File: src/rtl/control_sequencer_if.sv
// Control bundle between the hardwired sequencer and the ALU system datapath.
// The sequencer drives through the master modport. The datapath, or a bench
// standing in for it, connects through the slave modport.
interface control_sequencer_if;
   logic [15:0] IROut;
   logic [3:0]  ALUOutFlag;

   logic [1:0]  RF_OutASel;
   logic [1:0]  RF_OutBSel;
   logic [1:0]  RF_FunSel;
   logic [3:0]  RF_RegSel;
   logic [3:0]  ALU_FunSel;
   logic [1:0]  ARF_OutCSel;
   logic [1:0]  ARF_OutDSel;
   logic [1:0]  ARF_FunSel;
   logic [2:0]  ARF_RegSel;
   logic        IR_LH;
   logic        IR_Enable;
   logic [1:0]  IR_Funsel;
   logic        Mem_WR;
   logic        Mem_CS;
   logic [1:0]  MuxASel;
   logic [1:0]  MuxBSel;
   logic        MuxCSel;
   logic [2:0]  State;
   logic        Halted;

   modport master (
      input  IROut, ALUOutFlag,
      output RF_OutASel, RF_OutBSel, RF_FunSel, RF_RegSel, ALU_FunSel,
             ARF_OutCSel, ARF_OutDSel, ARF_FunSel, ARF_RegSel,
             IR_LH, IR_Enable, IR_Funsel, Mem_WR, Mem_CS,
             MuxASel, MuxBSel, MuxCSel, State, Halted
   );

   modport slave (
      output IROut, ALUOutFlag,
      input  RF_OutASel, RF_OutBSel, RF_FunSel, RF_RegSel, ALU_FunSel,
             ARF_OutCSel, ARF_OutDSel, ARF_FunSel, ARF_RegSel,
             IR_LH, IR_Enable, IR_Funsel, Mem_WR, Mem_CS,
             MuxASel, MuxBSel, MuxCSel, State, Halted
   );
endinterface

File: src/rtl/control_sequencer.sv
// Hardwired fetch/decode/execute sequencer for the ALU system datapath.
// Control outputs are decoded combinationally from the state, the IR fields and the Z latch.
//
//   state   | meaning
//   --------+-----------------------------------------------------------
//   INIT    | clear RF, ARF and IR; held here while Reset is high
//   FETCH_L | read mem[PC] into IR low byte, PC++
//   FETCH_H | read mem[PC] into IR high byte, PC++
//   EXEC1   | first execute microcycle (all opcodes)
//   EXEC2   | memory microcycle for LD / ST
//   HALT    | idle until Reset
module control_sequencer (
   input  logic                       Clock,
   input  logic                       Reset,
   control_sequencer_if.master        bus
);

   typedef enum logic [2:0] {
      S_INIT    = 3'd0,
      S_FETCH_L = 3'd1,
      S_FETCH_H = 3'd2,
      S_EXEC1   = 3'd3,
      S_EXEC2   = 3'd4,
      S_HALT    = 3'd5
   } state_t;

   localparam logic [3:0] OP_LDI = 4'h0;
   localparam logic [3:0] OP_LD  = 4'h1;
   localparam logic [3:0] OP_ST  = 4'h2;
   localparam logic [3:0] OP_ADD = 4'h3;
   localparam logic [3:0] OP_SUB = 4'h4;
   localparam logic [3:0] OP_INC = 4'h5;
   localparam logic [3:0] OP_BRA = 4'h6;
   localparam logic [3:0] OP_BNE = 4'h7;
   localparam logic [3:0] OP_HLT = 4'hF;

   localparam logic [1:0] FUN_CLR  = 2'b00;
   localparam logic [1:0] FUN_LOAD = 2'b01;
   localparam logic [1:0] FUN_INC  = 2'b11;

   localparam logic [1:0] MUX_ALU = 2'b00;
   localparam logic [1:0] MUX_MEM = 2'b01;
   localparam logic [1:0] MUX_IMM = 2'b10;

   localparam logic [3:0] ALU_PASS_A = 4'b0000;
   localparam logic [3:0] ALU_ADD    = 4'b0100;
   localparam logic [3:0] ALU_SUB    = 4'b0101;

   state_t state_q, state_d;
   logic   z_q, z_d;

   logic [3:0] opcode;
   logic [1:0] rd;
   logic [1:0] rs;
   logic [3:0] rd_onehot;

   assign opcode    = bus.IROut[15:12];
   assign rd        = bus.IROut[11:10];
   assign rs        = bus.IROut[9:8];
   assign rd_onehot = 4'b0001 << rd;

   // The immediate byte goes straight to the datapath muxes; only Z is kept from the flags.
   logic unused_inputs;
   assign unused_inputs = ^{bus.IROut[7:0], bus.ALUOutFlag[2:0]};

   logic [1:0] rf_outa_sel, rf_outb_sel, rf_fun;
   logic [3:0] rf_regsel;
   logic [3:0] alu_fun;
   logic [1:0] arf_outc_sel, arf_outd_sel, arf_fun;
   logic [2:0] arf_regsel;
   logic       ir_lh, ir_en;
   logic [1:0] ir_fun;
   logic       mem_wr, mem_cs;
   logic [1:0] mux_a, mux_b;
   logic       mux_c;
   logic       halted;

   always_comb begin
      state_d = state_q;
      z_d     = z_q;
      case (state_q)
         S_INIT:    state_d = S_FETCH_L;
         S_FETCH_L: state_d = S_FETCH_H;
         S_FETCH_H: state_d = S_EXEC1;
         S_EXEC1: begin
            case (opcode)
               OP_LD, OP_ST: state_d = S_EXEC2;
               OP_HLT:       state_d = S_HALT;
               default:      state_d = S_FETCH_L;
            endcase
            if (opcode == OP_ADD || opcode == OP_SUB) begin
               z_d = bus.ALUOutFlag[3];
            end
         end
         S_EXEC2:   state_d = S_FETCH_L;
         S_HALT:    state_d = S_HALT;
         default:   state_d = S_INIT;
      endcase
   end

   always_ff @(posedge Clock) begin
      if (Reset) begin
         state_q <= S_INIT;
         z_q     <= 1'b0;
      end else begin
         state_q <= state_d;
         z_q     <= z_d;
      end
   end

   always_comb begin
      rf_outa_sel  = 2'b00;
      rf_outb_sel  = 2'b00;
      rf_fun       = FUN_CLR;
      rf_regsel    = 4'b0000;
      alu_fun      = ALU_PASS_A;
      arf_outc_sel = 2'b00;
      arf_outd_sel = 2'b00;
      arf_fun      = FUN_CLR;
      arf_regsel   = 3'b000;
      ir_lh        = 1'b0;
      ir_en        = 1'b0;
      ir_fun       = FUN_CLR;
      mem_wr       = 1'b0;
      mem_cs       = 1'b1;
      mux_a        = MUX_ALU;
      mux_b        = MUX_ALU;
      mux_c        = 1'b0;
      halted       = 1'b0;

      case (state_q)
         S_INIT: begin
            rf_regsel  = 4'b1111;
            arf_regsel = 3'b111;
            ir_en      = 1'b1;
         end

         S_FETCH_L, S_FETCH_H: begin
            mem_cs       = 1'b0;
            arf_outd_sel = 2'b00;
            ir_en        = 1'b1;
            ir_lh        = (state_q == S_FETCH_H);
            ir_fun       = FUN_LOAD;
            arf_regsel   = 3'b100;
            arf_fun      = FUN_INC;
         end

         S_EXEC1: begin
            case (opcode)
               OP_LDI: begin
                  mux_a     = MUX_IMM;
                  rf_fun    = FUN_LOAD;
                  rf_regsel = rd_onehot;
               end
               OP_LD, OP_ST: begin
                  mux_b      = MUX_IMM;
                  arf_fun    = FUN_LOAD;
                  arf_regsel = 3'b010;
               end
               OP_ADD, OP_SUB: begin
                  rf_outa_sel = rd;
                  rf_outb_sel = rs;
                  mux_c       = 1'b0;
                  alu_fun     = (opcode == OP_ADD) ? ALU_ADD : ALU_SUB;
                  mux_a       = MUX_ALU;
                  rf_fun      = FUN_LOAD;
                  rf_regsel   = rd_onehot;
               end
               OP_INC: begin
                  rf_fun    = FUN_INC;
                  rf_regsel = rd_onehot;
               end
               OP_BRA: begin
                  mux_b      = MUX_IMM;
                  arf_fun    = FUN_LOAD;
                  arf_regsel = 3'b100;
               end
               OP_BNE: begin
                  if (!z_q) begin
                     mux_b      = MUX_IMM;
                     arf_fun    = FUN_LOAD;
                     arf_regsel = 3'b100;
                  end
               end
               default: ;
            endcase
         end

         S_EXEC2: begin
            if (opcode == OP_LD) begin
               arf_outd_sel = 2'b01;
               mem_cs       = 1'b0;
               mux_a        = MUX_MEM;
               rf_fun       = FUN_LOAD;
               rf_regsel    = rd_onehot;
            end else if (opcode == OP_ST) begin
               // Rd passes through the ALU unchanged to reach the memory data input.
               arf_outd_sel = 2'b01;
               rf_outa_sel  = rd;
               mux_c        = 1'b0;
               alu_fun      = ALU_PASS_A;
               mem_cs       = 1'b0;
               mem_wr       = 1'b1;
            end
         end

         S_HALT: halted = 1'b1;

         default: ;
      endcase
   end

   assign bus.RF_OutASel  = rf_outa_sel;
   assign bus.RF_OutBSel  = rf_outb_sel;
   assign bus.RF_FunSel   = rf_fun;
   assign bus.RF_RegSel   = rf_regsel;
   assign bus.ALU_FunSel  = alu_fun;
   assign bus.ARF_OutCSel = arf_outc_sel;
   assign bus.ARF_OutDSel = arf_outd_sel;
   assign bus.ARF_FunSel  = arf_fun;
   assign bus.ARF_RegSel  = arf_regsel;
   assign bus.IR_LH       = ir_lh;
   assign bus.IR_Enable   = ir_en;
   assign bus.IR_Funsel   = ir_fun;
   assign bus.Mem_WR      = mem_wr;
   assign bus.Mem_CS      = mem_cs;
   assign bus.MuxASel     = mux_a;
   assign bus.MuxBSel     = mux_b;
   assign bus.MuxCSel     = mux_c;
   assign bus.State       = state_q;
   assign bus.Halted      = halted;

endmodule

File: src/flat_wrapper.sv
// flat-port wrapper written by rule: the top's interface ports become plain ports
module control_sequencer_flat 
  (Clock, Reset, bus_IROut, bus_ALUOutFlag, bus_RF_OutASel, bus_RF_OutBSel, bus_RF_FunSel, bus_RF_RegSel, bus_ALU_FunSel, bus_ARF_OutCSel, bus_ARF_OutDSel, bus_ARF_FunSel, bus_ARF_RegSel, bus_IR_LH, bus_IR_Enable, bus_IR_Funsel, bus_Mem_WR, bus_Mem_CS, bus_MuxASel, bus_MuxBSel, bus_MuxCSel, bus_State, bus_Halted);
  control_sequencer_if bus_i ();
  input  logic Clock;
  input  logic Reset;
  input wire logic [$bits(bus_i.IROut)-1:0] bus_IROut;
  input wire logic [$bits(bus_i.ALUOutFlag)-1:0] bus_ALUOutFlag;
  output wire logic [$bits(bus_i.RF_OutASel)-1:0] bus_RF_OutASel;
  output wire logic [$bits(bus_i.RF_OutBSel)-1:0] bus_RF_OutBSel;
  output wire logic [$bits(bus_i.RF_FunSel)-1:0] bus_RF_FunSel;
  output wire logic [$bits(bus_i.RF_RegSel)-1:0] bus_RF_RegSel;
  output wire logic [$bits(bus_i.ALU_FunSel)-1:0] bus_ALU_FunSel;
  output wire logic [$bits(bus_i.ARF_OutCSel)-1:0] bus_ARF_OutCSel;
  output wire logic [$bits(bus_i.ARF_OutDSel)-1:0] bus_ARF_OutDSel;
  output wire logic [$bits(bus_i.ARF_FunSel)-1:0] bus_ARF_FunSel;
  output wire logic [$bits(bus_i.ARF_RegSel)-1:0] bus_ARF_RegSel;
  output wire logic [$bits(bus_i.IR_LH)-1:0] bus_IR_LH;
  output wire logic [$bits(bus_i.IR_Enable)-1:0] bus_IR_Enable;
  output wire logic [$bits(bus_i.IR_Funsel)-1:0] bus_IR_Funsel;
  output wire logic [$bits(bus_i.Mem_WR)-1:0] bus_Mem_WR;
  output wire logic [$bits(bus_i.Mem_CS)-1:0] bus_Mem_CS;
  output wire logic [$bits(bus_i.MuxASel)-1:0] bus_MuxASel;
  output wire logic [$bits(bus_i.MuxBSel)-1:0] bus_MuxBSel;
  output wire logic [$bits(bus_i.MuxCSel)-1:0] bus_MuxCSel;
  output wire logic [$bits(bus_i.State)-1:0] bus_State;
  output wire logic [$bits(bus_i.Halted)-1:0] bus_Halted;
  assign bus_i.IROut = bus_IROut;
  assign bus_i.ALUOutFlag = bus_ALUOutFlag;
  assign bus_RF_OutASel = bus_i.RF_OutASel;
  assign bus_RF_OutBSel = bus_i.RF_OutBSel;
  assign bus_RF_FunSel = bus_i.RF_FunSel;
  assign bus_RF_RegSel = bus_i.RF_RegSel;
  assign bus_ALU_FunSel = bus_i.ALU_FunSel;
  assign bus_ARF_OutCSel = bus_i.ARF_OutCSel;
  assign bus_ARF_OutDSel = bus_i.ARF_OutDSel;
  assign bus_ARF_FunSel = bus_i.ARF_FunSel;
  assign bus_ARF_RegSel = bus_i.ARF_RegSel;
  assign bus_IR_LH = bus_i.IR_LH;
  assign bus_IR_Enable = bus_i.IR_Enable;
  assign bus_IR_Funsel = bus_i.IR_Funsel;
  assign bus_Mem_WR = bus_i.Mem_WR;
  assign bus_Mem_CS = bus_i.Mem_CS;
  assign bus_MuxASel = bus_i.MuxASel;
  assign bus_MuxBSel = bus_i.MuxBSel;
  assign bus_MuxCSel = bus_i.MuxCSel;
  assign bus_State = bus_i.State;
  assign bus_Halted = bus_i.Halted;
  control_sequencer u_core (.Clock(Clock), .Reset(Reset), .bus(bus_i));
endmodule
File: config.mk
export PLATFORM = sky130hd
export DESIGN_NAME = control_sequencer_flat
export DESIGN_NICKNAME = d
export VERILOG_FILES = /design/src/rtl/control_sequencer_if.sv /design/src/rtl/control_sequencer.sv /design/src/flat_wrapper.sv
export SDC_FILE = /design/constraint.sdc
export NUM_CORES = 1
export LEC_CHECK = 0
export CORE_AREA = 2 2 39 41
export CTS_CLUSTER_SIZE = 10
export DETAILED_ROUTE_END_ITERATION = 8
export DIE_AREA = 0 0 41 43
export DONT_BUFFER_PORTS = 1
export SYNTH_ARGS = -nofsm -noshare
export SYNTH_HDL_FRONTEND = slang
export SYNTH_SLANG_ARGS = --single-unit
File: constraint.sdc
create_clock -name Clock -period 1.4 [get_ports Clock]
set_input_delay 0.07 -clock Clock [delete_from_list [all_inputs] [get_ports Clock]]
set_output_delay 0.07 -clock Clock [all_outputs]
set_load 0.03 [all_outputs]
Yosys cells after proc, flatten, opt, wreduce, memory -nomap -nowiden:

Index checks and enable logic that the tools add are counted.

* logic and storage cells: 69
* output and inout bits: 38
* bits in registers: 4
* input bits: 22

* shift operators: 1
* mux-type cells: 41
* reductions and logical operators: 12
* equal/unequal tests: 13

Operators with widths (number)
* 2-bit one-hot mux with 2 select lines: 7
* 2-bit 2-to-1 mux: 10
* 3-bit one-hot mux with 3 select lines: 2
* 4-bit by 3-bit equality test with 1-bit output (second input constant): 4
* 4-bit 2-to-1 mux: 4
* 3-bit one-hot mux with 5 select lines: 1
* 1-bit 2-to-1 mux: 13
* 4-bit one-hot mux with 3 select lines: 1
* 3-bit OR reduction: 3
* 4-bit by 2-bit equality test with 1-bit output (second input constant): 2
* 2-bit OR reduction: 4
* 3-bit by 2-bit equality test with 1-bit output (second input constant): 2
* 3-bit equality test (second input constant): 2
* 3-bit one-hot mux with 2 select lines: 1
* 4-bit by 1-bit equality test with 1-bit output (second input constant): 1
* 4-bit equality test (second input constant): 1
* 4-bit zero test: 1
* 4-bit OR reduction: 1
* 1-bit by 2-bit << shifter with 4-bit output (first input constant): 1
* 3-bit by 1-bit equality test with 1-bit output (second input constant): 1
* 3-bit zero test: 1
* 3-bit 2-to-1 mux: 1
* 1-bit one-hot mux with 2 select lines: 1
* 2-bit AND reduction: 1
* 1-bit logical OR: 1

Logic depth before layout (Yosys ltp):

Gate-level depths: netlist (run 1).

* depth after elaboration: 4
* gate-level depth with buffers: 5
* mapped depth without buffers: 4

Least setup slack after synthesis (run 1):

OpenSTA, ideal clock, no wires.

* kind: reg2out
* start point: register u_core.state_q[2], in the netlist u_core.bus.State[2]
* end point: output bus_RF_RegSel[0]
* data arrival time: 2.068 ns
* path buffers: 1
* setup slack: -0.738 ns
* stages on the path, launching flop included: 4
* cell sequence: dfxtp_1 -> clkbuf_1 -> a32oi_1 -> o41ai_1

* cells in the longest elaborated chain, start to end: 2
* elaborated cells on any way between the ends: 4
* classes of those cells: eq/ne (2); mux (1); reduce/logical (1)

Ends and longest elaborated chain
* start: declaration: line control_sequencer.sv:49 `state_t state_q, state_d;`
* start signal: assignment: line control_sequencer.sv:106 `state_q <= state_d;`
* 3-bit equality test (tied with other cells): line control_sequencer.sv:131 `case (state_q)`
* 4-bit one-hot mux with 3 select lines *: line control_sequencer.sv:131
* end: declaration: line flat_wrapper.sv:12 `output wire logic [$bits(bus_i.RF_RegSel)-1:0] bus_RF_RegSel;`

Mark *: on every way between the ends. The rest lies on a longest branch, timed or not.

Worst setup path in the final report (run 1):

Same ends and word-level chain as after synthesis.

==> results of run 1 <==
[kinds of logic (layout without fill, tap and decap cells)]
| group | after synthesis | after routing | share of synthesized area [%] |
|---|---|---|---|
| other | 1 | 8 | 0.597 |
| xor gates and xnor gates | 2 | 2 | 2.79 |
| and+or+nand+nor | 40 | 40 | 38.2 |
| muxes | 1 | 1 | 1.59 |
| AOI/OAI and AO/OA | 21 | 21 | 24.3 |
| DFF | 4 | 4 | 12.7 |
| buffers and inverters | 21 | 54 | 19.7 |
[final cells by class]
cell class / count / area [um^2] / area share (%)
Clock buffer: 4 / 26.3 / 2.03
Sequential cell: 4 / 91.3 / 7.07
Timing Repair Buffer: 44 / 440 / 34.1
Inverter: 6 / 33.8 / 2.62
Multi-Input combinational cell: 72 / 679 / 52.6
Tap cell: 16 / 20.0 / 1.55
[state kept, by name, summed over array words and instances, names as in the netlist]
register / count
u_core.z_q: 1
u_core.bus.State: 3
[where the power goes]
group	internal, W	total, W	switching [W]
clock	0.000108	0.000171	0.0000635
sequential	0.000123	0.000145	0.0000221
combinational	0.000276	0.000686	0.000409
total	0.000508	0.00100	0.000495
[metal layers]
layer	share of wire [%]	track usage [%]	vias up
li1	-	-	375
met1	34	27.0	385
met2	58	53.8	35
met3	5.3	4.19	8
met4	2.4	9.33	0
met5	0	0	-
[worst max-delay path, stage by stage, from the launching register on]
cell and delay [ns]:
dfxtp_4 0.35, nand2b_4 0.15, nor2_4 0.12, a32oi_4 0.08, buf_6 0.16, o41ai_4 0.25, buf_6 0.19
[placed cells by master, fill, tap and decap left out, types with 2 or more instances in the layout]
master | synthesis | final
nand2b_1 | 5 | 2
a211o_1 | 2 | 2
nor2_2 | 0 | 3
nor2_1 | 15 | 8
inv_1 | 6 | 2
conb_1 | 1 | 8
nand2_1 | 4 | 3
buf_6 | 1 | 14
o21ai_1 | 0 | 2
o41ai_4 | 0 | 2
buf_12 | 0 | 4
dfxtp_4 | 0 | 3
nor4_4 | 0 | 2
clkbuf_4 | 0 | 3
dlygate4sd3_1 | 0 | 3
nor2_4 | 0 | 4
clkinvlp_4 | 0 | 3
or3_4 | 0 | 2
o21ai_0 | 5 | 2
o31ai_4 | 0 | 2
and2_4 | 0 | 2
a211oi_1 | 2 | 2
a31oi_1 | 2 | 2
nor3_4 | 0 | 2
a21oi_1 | 3 | 2
buf_4 | 9 | 23
nand2b_4 | 1 | 4
[per-stage QoR]
| step | worst slack (ns) | area (um^2) |
|---|---|---|
| floorplan | -0.124 | 817 |
| global placement | 0.0236 | 1020 |
| detailed placement | -0.0138 | 1020 |
| CTS | -0.197 | 1230 |
| global route | -0.243 | 1290 |
| finish | -0.211 | 1290 |
[final timing paths]
kind	startpoint	to	slack [ns]	depth (start not counted)
setup / recovery	u_core.bus.State[2]$_SDFF_PP0_	bus_RF_RegSel[0]	-0.21	6
hold reg to reg	u_core.z_q$_SDFFE_PP0P_	u_core.z_q$_SDFFE_PP0P_	0.56	2
setup reg to reg	u_core.bus.State[0]$_SDFF_PP0_	u_core.z_q$_SDFFE_PP0P_	-0.07	7
hold / removal	bus_IROut[13]	u_core.bus.State[2]$_SDFF_PP0_	-0.0001	2
[timing repair]
item / CTS / global route
hold buffers: 3 / 0
setup buffers: 7 / 2
endpoints found under the setup margin: 22 / 23
pin swaps: 9 / 5
gates resized for setup: 24 / 15
endpoints found under the hold margin: 4 / 0
==> reports/qor.yml, run 1 <==
route:
  ant_nets: 0
  drc: 0
  drtIter0Drc: 10
  avgViaCountPerCell: 5.50
  wl_per_cell_um: 18.8
  first_pass_iters: 4
  finalWirelength_um: 2740
  num_vias: 803
logic_synthesis:
  synth-seq-cells: 4
  syn_inst: 90
  synthTopCellsByArea: "dfxtp_1 13%, buf_4 11%, nor2_1 9.0%"
  yosysSeqAreaShare_pct: 12.7
  synth_ff_type: "dfxtp_1"
  yosysTopAreaCellShare_pct: 12.7
  yosys_warnings: 0
  syn_area_um2: 628
  synth.avg_cell_area_um2: 6.98
  yosysMostFrequentCell: "nor2_1"
  postSynth.asyncResetShare_pct: 0
  ys_types: 35
  synth_edf_count: 0
  yosys-top-cells-count: "15 x nor2_1, 9 x buf_4, 6 x inv_1, 5 x nand2b_1, 5 x o21ai_0"
  yosysTopAreaCell: "dfxtp_1"
worst_setup_path:
  critical_path_class: "register to primary output"
  worstSetupStartpointType: "register"
  cp.arrival_ns: 1.54
  worst_ep_required_time_ns: 1.33
  crit_path_end_kind: "primary output"
  worst-path-max-fanout: 3
timing:
  fin_ws_ns: -0.211
  finalHoldViolCount: 1
  finalMaxSlewViolations: 0
  fin_tns_setup_ns: -2.44
  period_share_pct: 115
  max_freq_mhz: 621
  fin_worst_skew_ns: 0.0140
  rsz0062_at_grt: "true"
  setup_viol_count_final: 21
  timing.hold.ws_ns: -0.000147
  fin_crit_ns: 1.61
final_layout:
  drive_gt1_share_pct: 64.6
  antenna_cells: 0
  area_growth_pct: 106
  final-instance-count-excl-fill: 146
  finish.utilization_pct: 93.3
  num-fill-cells: 48
  fin_nets: 153
floorplanning:
  ios: 60
  die_area_um2: 1760
  rows: 14
  die_y_um: 43
  initial_utilization_pct: 45.4
  die_x_um: 41
  design.core.area_um2: 1380
global_route:
  grt_overflow: 0
  antenna_found_initial: 0
  grt_max_degree: 12
  first_global_vias: 776
  gr-usage-all-layers_pct: 27.9
  grt_first_pass_wirelength_um: 3350
cts:
  cts_tree: "yes"
  numCtsBuffers: 3
  path_clk_slew_ns: 0.05
  h-tree-depth: 1
  clock_path_buffers: 2
  clockRootBuffer: "clkbuf_4"
  cts_sinks: 4
  clk_latency_ns: 0.26
worst_hold_path:
  hold_class: "input port to register"
power_and_ir_drop:
  power_w: 0.00100
  p_per_area_nw_per_um2: 776
  leakage_nw: 0.501
  vdd_drop_max_uv: 543
status:
  violations: "hold timing, setup timing"
  outcome: "complete, but fails checks"
placed_design:
  gp_congestion: 0.814
  port_buffers: 0
  dp_hpwl_um: 1500
  dp.cells: 131
flow_run:
  maxCapViolCount: 0
No activity file was read; power rests on OpenSTA's default activity.
==> run 2: changes to the inputs <==
--- a/config.mk
+++ b/config.mk
@@ -10,6 +10,7 @@
 export DETAILED_ROUTE_END_ITERATION = 8
 export DIE_AREA = 0 0 41 43
 export DONT_BUFFER_PORTS = 1
+export PLACE_DENSITY_LB_ADDON = 0.15
 export SYNTH_ARGS = -nofsm -noshare
 export SYNTH_HDL_FRONTEND = slang
 export SYNTH_SLANG_ARGS = --single-unit
==> run 2 against run 1 <==
  * The flow finishes with violations (setup timing)
  * First-iteration DRC count is 60% lower
  * Non-clock buffer count unchanged
  * Sequential power barely moved
  * Worst setup slack gained 0.037 ns
  * Clock skew fell by 0.0065 ns
  * Combinational power is 6.1% lower
  * Critical path depth stayed put
  * Via count rose by 0.37%
  * Global-route usage grew 1.7 points
  * Count of clock-buffer cells in the layout unchanged
  * Total power decreased by 3.2%
==> reports/qor.yml, run 2 (synthesized netlist as in run 1, its figures left out) <==
timing:
  fin_worst_skew_ns: 0.00752
  max_freq_mhz: 635
  fin_crit_ns: 1.57
  finalMaxSlewViolations: 0
  setup_viol_count_final: 22
  timing.hold.ws_ns: 0.0465
  finalHoldViolCount: 0
  fin_tns_setup_ns: -2.37
  rsz0062_at_grt: "true"
  fin_ws_ns: -0.174
  period_share_pct: 112
floorplanning:
  die_area_um2: 1760
  ios: 60
  rows: 14
  design.core.area_um2: 1380
  die_x_um: 41
  initial_utilization_pct: 45.4
  die_y_um: 43
worst_setup_path:
  worst-path-max-fanout: 7
  cp.arrival_ns: 1.50
  worst_ep_required_time_ns: 1.33
  worstSetupStartpointType: "register"
  critical_path_class: "register to primary output"
  crit_path_end_kind: "primary output"
status:
  violations: "setup timing"
  outcome: "complete, but fails checks"
route:
  avgViaCountPerCell: 5.52
  wl_per_cell_um: 17.0
  drtIter0Drc: 4
  drc: 0
  ant_nets: 0
  finalWirelength_um: 2480
  first_pass_iters: 4
  num_vias: 806
power_and_ir_drop:
  leakage_nw: 0.501
  switchingPower_w: 0.000479
  p_clk_share_pct: 18.4
  netSwitchingFraction_pct: 49.3
  power_frac_comb_pct: 66.3
  vdd_drop_max_uv: 583
  p_int_w: 0.000492
  p_per_area_nw_per_um2: 772
  seqPwrFrac_pct: 15.3
global_route:
  grt_first_pass_wirelength_um: 3610
  gr-usage-all-layers_pct: 29.6
  grt_overflow: 0
  first_global_vias: 849
  grt_max_degree: 12
  antenna_found_initial: 0
flow_run:
  maxCapViolCount: 0
cts:
  clock_path_buffers: 2
  path_clk_slew_ns: 0.05
  clockRootBuffer: "clkbuf_4"
  cts_sinks: 4
  cts_tree: "yes"
  numCtsBuffers: 3
  clk_latency_ns: 0.26
  h-tree-depth: 1
placed_design:
  dp_hpwl_um: 1490
  port_buffers: 0
  dp.cells: 132
  gp_congestion: 0.785
  dp_slack_ns: 0.00216
final_layout:
  final_common_cell: "buf_4"
  largest_register_ffs: 3
  drive_gt1_share_pct: 64.6
  finish.utilization_pct: 90.9
  final-instance-count-excl-fill: 146
  antenna_cells: 0
  area_growth_pct: 100
  fin_nets: 153
  final_cell_mix: "24 x buf_4, 16 x buf_6, 8 x nor2_1, 8 x conb_1, 5 x nor2_4"
worst_hold_path:
  hold_class: "input port to register"
[run 2: changes by cell type in the layout (fill, tap and decap cells not counted), moves of 2 or more]
cell	delta
clkinvlp_4	-2
inv_2	+2
buf_12	-2
buf_6	+2
[run 2: worst paths after layout]
| path | startpoint | to | slack, ns | cells after the start |
|---|---|---|---|---|
| max | u_core.bus.State[1]$_SDFF_PP0_ | bus_ARF_FunSel[0] | -0.17 | 6 |
| min | bus_IROut[12] | u_core.bus.State[2]$_SDFF_PP0_ | 0.05 | 2 |
| min reg2reg | u_core.z_q$_SDFFE_PP0P_ | u_core.z_q$_SDFFE_PP0P_ | 0.59 | 2 |
| max reg2reg | u_core.bus.State[1]$_SDFF_PP0_ | u_core.z_q$_SDFFE_PP0P_ | -0.09 | 7 |
[run 2: final cells by class]
| cell class | instances | area, um^2 |
|---|---|---|
| clock buffers | 4 | 26.3 |
| repair buffers | 44 | 420 |
| inverters | 6 | 26.3 |
| flip-flops and latches | 4 | 91.3 |
| well taps | 16 | 20.0 |
| fillers | 65 | 126 |
| multi-input cells | 72 | 673 |
[run 2: layer usage]
layer | share of wire, % | vias to the layer above | GRT usage [%]
met3 | 5.6 | 6 | 1.05
met4 | 2.5 | 0 | 16.7
met5 | 0 | - | 0
met2 | 56 | 36 | 49.7
met1 | 36 | 385 | 35.0
li1 | - | 379 | -
[run 2: critical path, cell delays in order (launching register included)]
cell and delay (ns):
dfxtp_4 0.42, buf_12 0.12, buf_4 0.10, xor2_1 0.17
nand2b_1 0.18, o21ai_2 0.11, buf_6 0.14
[run 2: repair_timing]
| item | in CTS | in global routing |
|---|---|---|
| hold endpoints to repair | 4 | 0 |
| buffers inserted | 6 | 2 |
| pin swaps | 9 | 4 |
| resized for setup | 25 | 16 |
| setup endpoints to repair | 19 | 23 |
| hold buffers | 2 | 0 |
[run 2: stage by stage]
step                      power [W]  cell area [um^2]
after floorplan            0.000578               817
after global placement     0.000675              1000
after detailed placement   0.000686              1000
after CTS                  0.000934              1190
after global routing        0.00100              1260
final                      0.000971              1260
[run 2: power groups by stage]
stage / registers [W] / logic, W / clock network (W)
finish: 0.000148 / 0.000644 / 0.000179
global route: 0.000150 / 0.000672 / 0.000179
CTS: 0.000147 / 0.000614 / 0.000173
detailed placement: 0.000149 / 0.000536 / 0
global placement: 0.000149 / 0.000527 / 0
floorplan: 0.000155 / 0.000423 / 0
